`config.mk`:
```
export PLATFORM = sky130hd
export DESIGN_NAME = conv_window_reader
export DESIGN_NICKNAME = d
export VERILOG_FILES = /design/src/rtl/conv_pkg.sv /design/src/rtl/conv_window_reader_line_delay.sv /design/src/rtl/conv_window_reader.sv
export SDC_FILE = /design/constraint.sdc
export NUM_CORES = 1
export LEC_CHECK = 0
export ABC_AREA = 0
export BUFFER_PORTS_ARGS = -buffer_cell sky130_fd_sc_hd__buf_4
export CAP_MARGIN = 25
export CORE_AREA = 2 2 148 186
export CTS_CLUSTER_SIZE = 14
export DETAILED_ROUTE_END_ITERATION = 10
export DIE_AREA = 0 0 150 188
export PLACE_DENSITY = 0.65
export SLEW_MARGIN = 0
export SYNTH_ARGS = -nofsm -noshare
export SYNTH_HDL_FRONTEND = slang
export SYNTH_SLANG_ARGS = --single-unit
```
`constraint.sdc`:
```
create_clock -name clk -period 1.65 [get_ports clk]
set_input_delay 0.0825 -clock clk [delete_from_list [all_inputs] [get_ports clk]]
set_output_delay 0.0825 -clock clk [all_outputs]
set_load 0.005 [all_outputs]
```
`src/rtl/conv_pkg.sv`:
```
// Shared constants and window indexing for the convolution data mover.
// Window elements are packed row-major, element (r,c) at offset (3*r+c)*width.
package conv_pkg;

    localparam int KSIZE = 3;
    localparam int WIN_N = KSIZE * KSIZE;

    function automatic int win_idx(input int r, input int c, input int dw);
        return (KSIZE * r + c) * dw;
    endfunction

endpackage

```
`src/rtl/conv_window_reader_line_delay.sv`:
```
// Enable-gated shift register delaying a pixel stream by DEPTH accepted pixels.
// The output is the oldest entry; it only advances when en is high.
module line_delay #(
    parameter int DATA_WIDTH = 8,
    parameter int DEPTH      = 14
) (
    input  logic                  clk,
    input  logic                  rst_n,
    input  logic                  en,
    input  logic [DATA_WIDTH-1:0] din,
    output logic [DATA_WIDTH-1:0] dout
);

    logic [DATA_WIDTH-1:0] mem [DEPTH];

    always_ff @(posedge clk or negedge rst_n) begin
        if (!rst_n) begin
            for (int i = 0; i < DEPTH; i++) begin
                mem[i] <= '0;
            end
        end else if (en) begin
            mem[0] <= din;
            for (int i = 1; i < DEPTH; i++) begin
                mem[i] <= mem[i-1];
            end
        end
    end

    assign dout = mem[DEPTH-1];

endmodule

```
`src/rtl/conv_window_reader.sv`:
```
// Turns a raster pixel stream into 3x3 windows (stride 1, no padding) for im2col.
// Handshake: a beat transfers on a rising edge where valid && ready; once valid, data holds until ready.
module conv_window_reader
    import conv_pkg::*;
#(
    parameter int DATA_WIDTH = 8,
    parameter int IMG_W      = 14,
    parameter int IMG_H      = 14
) (
    input  logic                        clk,
    input  logic                        rst_n,
    input  logic                        clr,
    input  logic                        s_valid,
    output logic                        s_ready,
    input  logic [DATA_WIDTH-1:0]       s_data,
    output logic                        m_valid,
    input  logic                        m_ready,
    output logic [WIN_N*DATA_WIDTH-1:0] m_window,
    output logic                        m_last,
    output logic                        frame_done
);

    localparam int CW = (IMG_W > 1) ? $clog2(IMG_W) : 1;
    localparam int RW = (IMG_H > 1) ? $clog2(IMG_H) : 1;

    logic [CW-1:0]               col;
    logic [RW-1:0]               row;
    logic                        acc;
    logic                        emit;
    logic                        col_end;
    logic                        row_end;
    logic [DATA_WIDTH-1:0]       ld0_out;
    logic [DATA_WIDTH-1:0]       ld1_out;
    logic [DATA_WIDTH-1:0]       new_col [KSIZE];
    logic [WIN_N*DATA_WIDTH-1:0] win_q;
    logic [WIN_N*DATA_WIDTH-1:0] win_d;

    assign s_ready    = !m_valid || m_ready;
    // A pixel offered alongside clr is dropped and leaves no trace.
    assign acc        = s_valid && s_ready && !clr;
    assign col_end    = (col == CW'(IMG_W - 1));
    assign row_end    = (row == RW'(IMG_H - 1));
    assign emit       = acc && (row >= RW'(2)) && (col >= CW'(2));
    assign frame_done = m_valid && m_ready && m_last;

    line_delay #(.DATA_WIDTH(DATA_WIDTH), .DEPTH(IMG_W)) u_ld0 (
        .clk  (clk),
        .rst_n(rst_n),
        .en   (acc),
        .din  (s_data),
        .dout (ld0_out)
    );

    line_delay #(.DATA_WIDTH(DATA_WIDTH), .DEPTH(IMG_W)) u_ld1 (
        .clk  (clk),
        .rst_n(rst_n),
        .en   (acc),
        .din  (ld0_out),
        .dout (ld1_out)
    );

    assign new_col[0] = ld1_out;
    assign new_col[1] = ld0_out;
    assign new_col[2] = s_data;

    always_comb begin
        win_d = win_q;
        for (int r = 0; r < KSIZE; r++) begin
            for (int c = 0; c < KSIZE - 1; c++) begin
                win_d[win_idx(r, c, DATA_WIDTH) +: DATA_WIDTH] =
                    win_q[win_idx(r, c + 1, DATA_WIDTH) +: DATA_WIDTH];
            end
            win_d[win_idx(r, KSIZE - 1, DATA_WIDTH) +: DATA_WIDTH] = new_col[r];
        end
    end

    always_ff @(posedge clk or negedge rst_n) begin
        if (!rst_n) begin
            col   <= '0;
            row   <= '0;
            win_q <= '0;
        end else if (clr) begin
            col <= '0;
            row <= '0;
        end else if (acc) begin
            win_q <= win_d;
            if (col_end) begin
                col <= '0;
                row <= row_end ? '0 : row + RW'(1);
            end else begin
                col <= col + CW'(1);
            end
        end
    end

    // Output register: a new emit may replace a window in the same cycle it is taken.
    always_ff @(posedge clk or negedge rst_n) begin
        if (!rst_n) begin
            m_valid  <= 1'b0;
            m_last   <= 1'b0;
            m_window <= '0;
        end else if (clr) begin
            m_valid <= 1'b0;
            m_last  <= 1'b0;
        end else if (emit) begin
            m_valid  <= 1'b1;
            m_window <= win_d;
            m_last   <= row_end && col_end;
        end else if (m_valid && m_ready) begin
            m_valid <= 1'b0;
            m_last  <= 1'b0;
        end
    end

endmodule

```
==> results of run 1 <==
[stage by stage]
stage	util, %	setup slack [ns]
6_report	56.5	-0.0578
5_1_grt	56.5	-0.116
4_1_cts	55.1	-0.0628
3_5_place_dp	50.4	-0.0692
3_3_place_gp	50.4	-0.0367
2_1_floorplan	-	-0.0514
[final timing paths]
| check | endpoint | startpoint | slack, ns |
|---|---|---|---|
| max | u_ld1.mem[39] | m_valid | -0.06 |
| min | m_window[11] | rst_n | 0.06 |
| max reg2reg | u_ld1.mem[39] | m_valid | -0.06 |
| min reg2reg | m_window[29] | m_window[29] | 0.49 |
| max in group asynchronous | u_ld1.mem[76] | rst_n | 0.85 |
| min in group clk | m_window[70] | s_data[6] | 0.32 |
[critical path, cell delays in order, from the launching register on]
cell     delay [ns]
dfrtp_1        0.38
nor2b_4        0.14
nor3_4         0.22
buf_4          0.27
buf_12         0.22
mux2_2         0.36
[layout make-up]
cell class	instances	area share, %
flip-flops and latches	322	53.9
multi-input cells	353	26.5
repair buffers	144	9.83
clock buffers	44	6.05
well taps	345	2.89
clock inverters	9	0.753
inverters	4	0.100
[placed cells by master (no fill, tap or decap), types with 6 or more instances in the layout]
cell / instances
dfrtp_1: 322
mux2_2: 254
buf_4: 104
mux2_4: 43
clkbuf_16: 36
mux2_1: 15
dlygate4sd3_1: 12
buf_12: 11
clkbuf_8: 8
nor2_1: 6
[sequential cells by signal, indices dropped and copies added, names as in the netlist]
signal      flops
u_ld0.mem     101
m_window       72
u_ld0.dout      8
win_q          21
col             4
row             4
m_last          1
u_ld1.dout      8
u_ld1.mem     102
m_valid         1
[per-layer routing]
| layer | wire length (um) | share of wire (%) | vias up |
|---|---|---|---|
| met3 | 797 | 3.8 | 33 |
| met5 | 0 | 0 | - |
| met4 | 404 | 1.9 | 0 |
| met2 | 11400 | 53 | 99 |
| met1 | 8680 | 41 | 3257 |
| li1 | - | - | 2800 |
[power by group through the flow]
stage	Clock (uW)	Sequential (uW)	Combinational, uW
floorplan	0	9910	1490
global placement	0	10200	1810
detailed placement	0	10300	1920
CTS	7160	10100	1960
global route	7520	10300	2150
finish	6950	10100	1940
[kinds of logic after synthesis]
kind of cell | after synthesis
AOI/OAI and AO/OA | 10
DFF | 322
xor gates and xnor gates | 2
and+or+nand+nor | 26
buffers and inverters | 39
muxes | 315
[what timing repair did]
| item | 4_1_cts | 5_1_grt |
|---|---|---|
| cloned | 2 | 6 |
| resized for setup | 18 | 45 |
| setup buffers | 1 | 5 |
| hold buffers | 12 | 0 |
| endpoints found under the setup margin | 272 | 304 |
| endpoints found under the hold margin | 348 | 0 |
| pin swaps | 0 | 3 |
==> out/metrics.csv, run 1 <==
metric,value,unit
Detail Route Antenna Nets,0,
max-slew violation count,0,
"Hold Vio Cnt, Final",0,
most common flop cell mapped by yosys,dfrtp_1,
fill count,2089,
Synthesis Warnings,0,
Placement Cell Area,13300,um^2
asr flop ratio synth,100,%
Post-Synth XOR/XNOR Area,0.146,%
mux cell area share after synthesis,29.5,%
Yosys top cell by area,dfrtp_1,
Synth Instances,714,
DP HPWL,12900,um
worst hold slack,0.0647,ns
GPL Wtd Cong,0.754,
drt pass-1 iters,4,
main combinational cell family by area after synthesis,multiplexers,
"EDFF count, synth",0,
core area,26500,um^2
Post-Synth Adder-Cell Area,0,%
CTS tree,built,
R2R depth,5,
vias in the first global route,6783,
CP Data Required Time,2.08,ns
post-DR vias/cell,5.07,
total CTS buffers,31,
Slew @ Worst Pin,0.494,ns
htree depth,1,
Initial Util,45.3,%
die width,150,um
Tmin final,1.71,ns
final setup vio count,226,
# IOs,89,
Pleak,0.00752,uW
CP Max Fanout,30,
setup TNS,-5.91,ns
PwrDens,1270,nW/um^2
maxcap violations,0,
post-synthesis compound-gate area fraction,0.490,%
DIE AREA,28200,um^2
Max-Slew Margin vs Limit,67.1,%
startpoint types,register,
top-count cell post-synth,dfrtp_1,
Synth Register Bits,322,
Root Buffer,clkbuf_16,
largest net degree at the start of global routing,63,
post-synthesis simple-gate area fraction,1.24,%
fin nets,869,
Die H,188,um
Synth Area per Inst,16.8,um^2
synthesized area,12000,um^2
"Seq/Total Area, Yosys",67.1,%
dominant cells by area after synthesis,"dfrtp_1 (67%), mux2_2 (24%), mux2_1 (5.4%), buf_2 (1.2%), mux2i_1 (0.25%)",
Worst setup EP type,register,
routed len/inst,17.4,um
distinct cell type count after synthesis,27,
Setup Skew,0.0130,ns
share of layout cells above drive strength 1,55.4,%
number of inserted diodes,0,
clock transition at the registers of the reported paths,0.06,ns
post-synthesis net count,727,
top cell type's share of synthesized area,67.1,%
initial antenna violation count,0,
Tcrit/Tclk final,104,%
failing checks,negative setup slack,
vias post-DR,6189,
Area Overhead vs Synth,24.6,%
Pint,14700,uW
P_sw,4300,uW
sw frac,22.6,%
Worst EP arrival,2.13,ns
worst setup path category,reg2reg,
drt total wl,21200,um
Highest Clock Rate,586,MHz
Comb pwr share,10.2,%
"Clk Latency, worst-skew pair",0.55,ns
overall power,19000,uW
gr usage total,14.7,%
"Design Area, Final",15000,um^2
grt met3 use,2.75,%
area of the multi-input gates,3970,um^2
FF+latch area,8060,um^2
Post-Layout Cell Count,1221,
met1 Use GR,18.1,%
Worst IR Drop VDD,881,uV
DP Cell Count,1142,
RSZ-0062 raised after global routing,yes,
Starting DRT DRC Count,185,
Commonest cells post-synth,"dfrtp_1 (322), mux2_2 (254), mux2_1 (58), buf_2 (28)",
clk sinks,322,
# rows,67,
Post-route DRC,0,
final worst slack,-0.0578,ns
port buffer count,88,
clock power share,36.6,%
outcome,finished with violations,
global-route wire length before repair,34200,um
grt peak-use layer,met2,
HP Class,in2async,
sequential share of power,53.2,%
grt met2 use,26.3,%
clk buf depth,3,
grt ovf,0,
No activity file was read; power rests on OpenSTA's default activity.
==> run 2: changes to the inputs <==
SETUP_SLACK_MARGIN = 0.02   (was unset)
clock period = 1.55 ns   (was 1.65 ns; I/O delays follow)
==> out/metrics.csv, run 2 (synthesis gave the netlist of run 1 again) <==
metric,value,unit,change
htree depth,1,,unchanged
largest net degree at the start of global routing,71,,+13%
CP Max Fanout,8,,-73%
worst r2r dst,u_ld1.mem[24],,
maxcap violations,0,,unchanged
global-route wire length before repair,35700,um,+4.4%
Max-Slew Margin vs Limit,73.5,%,+6.5 points
sw frac,22.8,%,+0.17 points
sequential share of power,50.3,%,-2.9 points
drt pass-1 iters,4,,unchanged
clk sinks,322,,unchanged
Die H,188,um,unchanged
Slew @ Worst Pin,0.397,ns,-0.0972 ns
CP top delay family,buffers and inverters,,
Worst EP arrival,2.15,ns,+0.02 ns
clock transition at the registers of the reported paths,0.06,ns,about the same
CTS tree,built,,
setup TNS,-38.57,ns,-32.66 ns
# IOs,89,,unchanged
"commonest non-fill, non-tap cell in the layout",dfrtp_1,,
critical path's slowest cell,dfrtp_1,,
overall power,21800,uW,+15%
"critical path, cell by cell",nor2b_4 > nor3_4 > buf_6 > buf_12 > clkbuf_16 > mux2_4,,
routed len/inst,18.6,um,+7.2%
PwrDens,1320,nW/um^2,+4.1%
P_sw,4960,uW,+15%
final worst slack,-0.188,ns,-0.130 ns
reg2reg setup slack,-0.19,ns,-0.13 ns
vias in the first global route,6997,,+3.2%
outcome,finished with violations,,
Area Overhead vs Synth,37.1,%,
core area,26500,um^2,unchanged
Worst IR Drop VDD,919,uV,+4.3%
Highest Clock Rate,575,MHz,-1.7%
worst setup path category,reg2reg,,
final setup vio count,316,,+40%
most flop-heavy register,u_ld1.mem,,
RSZ-0062 raised after global routing,yes,,
Initial Util,45.3,%,unchanged
grt ovf,0,,unchanged
Setup Skew,0.00818,ns,-0.00485 ns
Pint,16800,uW,+14%
port buffer count,88,,unchanged
number of inserted diodes,0,,unchanged
Buf/Inv on CP,3,,+1
initial antenna violation count,0,,unchanged
vias post-DR,6424,,+3.8%
clock power share,34.3,%,-2.3 points
Largest register FFs,102,,unchanged
Largest regs,"u_ld1.mem (102), u_ld0.mem (101), m_window (72)",,
post-DR vias/cell,5.12,,+0.99%
failing checks,negative setup slack,,
Root Buffer,clkbuf_16,,
"commonest cells after routing, fill and taps aside","dfrtp_1 (322), mux2_4 (270), buf_4 (100)",,
DP HPWL,12900,um,about the same
Tmin final,1.74,ns,+0.0300 ns
CP Data Required Time,1.96,ns,-0.12 ns
Final Util,62.1,%,+5.7 points
Starting DRT DRC Count,307,,+66%
R2R depth,6,,+1
# rows,67,,unchanged
Tcrit/Tclk final,112,%,+8.6 points
Detail Route Antenna Nets,0,,unchanged
"Hold Vio Cnt, Final",0,,unchanged
HP Class,in2async,,
"Clk Latency, worst-skew pair",0.54,ns,about the same
Post-route DRC,0,,unchanged
drt total wl,23400,um,+10%
total CTS buffers,31,,unchanged
GPL Wtd Cong,0.721,,-4.4%
clk buf depth,3,,unchanged
startpoint types,register,,
die width,150,um,unchanged
Comb pwr share,15.4,%,+5.2 points
fin nets,900,,+3.6%
max-slew violation count,0,,unchanged
Pleak,0.00836,uW,+11%
Worst setup EP type,register,,
CP max stage delay,0.38,ns,about the same
gr usage total,15.2,%,+0.50 points
share of layout cells above drive strength 1,55.3,%,-0.091 points
DIE AREA,28200,um^2,unchanged
Crit Reg-Reg Startpoint,m_valid,,
run 2: power groups by stage:
stage	Clock, uW	Combinational (uW)	Sequential [uW]
global route	7960	3590	11200
floorplan	0	1590	10600
detailed placement	0	2080	10900
finish	7460	3350	11000
global placement	0	1950	10800
CTS	7630	2510	10800
run 2: routing by layer:
metal	wire, um	part of all wire [%]	GRT usage (%)
met2	12000	51	26.3
met3	652	2.8	2.34
met1	10200	44	20.1
met5	0	0	0
met4	455	1.9	3.92
run 2: worst max path at each step:
stage | slack [ns] | startpoint | endpoint | cells past startpoint
after floorplan | -0.12 | m_valid | m_window[43] | 6
after global routing | -0.25 | m_valid | m_window[63] | 6
after global placement | -0.15 | m_valid | u_ld1.mem[96] | 6
final | -0.19 | m_valid | u_ld1.mem[24] | 6
after detailed placement | -0.17 | m_valid | u_ld1.mem[24] | 6
after CTS | -0.17 | m_valid | m_window[46] | 6
run 2: layout make-up:
class,count,area [um^2]
Inverter,4,15.0
Tap cell,345,432
Clock buffer,46,922
Clock inverter,10,100
Fill cell,1898,10000
Multi-Input combinational cell,353,4810
Timing Repair Buffer,175,2120
Sequential cell,322,8060
run 2: per-stage QoR:
stage | setup WS, ns | instance area (um^2) | hold slack, ns | instances
5_1_grt | -0.249 | 16500 | 0.0694 | 1255
3_5_place_dp | -0.171 | 13600 | 0.0153 | 1154
4_1_cts | -0.171 | 15400 | 0.0448 | 1234
6_report | -0.188 | 16500 | 0.0371 | 1255
2_1_floorplan | -0.120 | 12200 | -0.218 | 714
3_3_place_gp | -0.152 | 13600 | 0.0148 | 1154
run 2: what timing repair did:
item	CTS	global route
gates cloned	4	19
buffers inserted	8	4
hold endpoints to repair	348	0
hold buffers	12	0
pin swaps	0	2
setup endpoints to repair	311	316
resized for setup	135	155
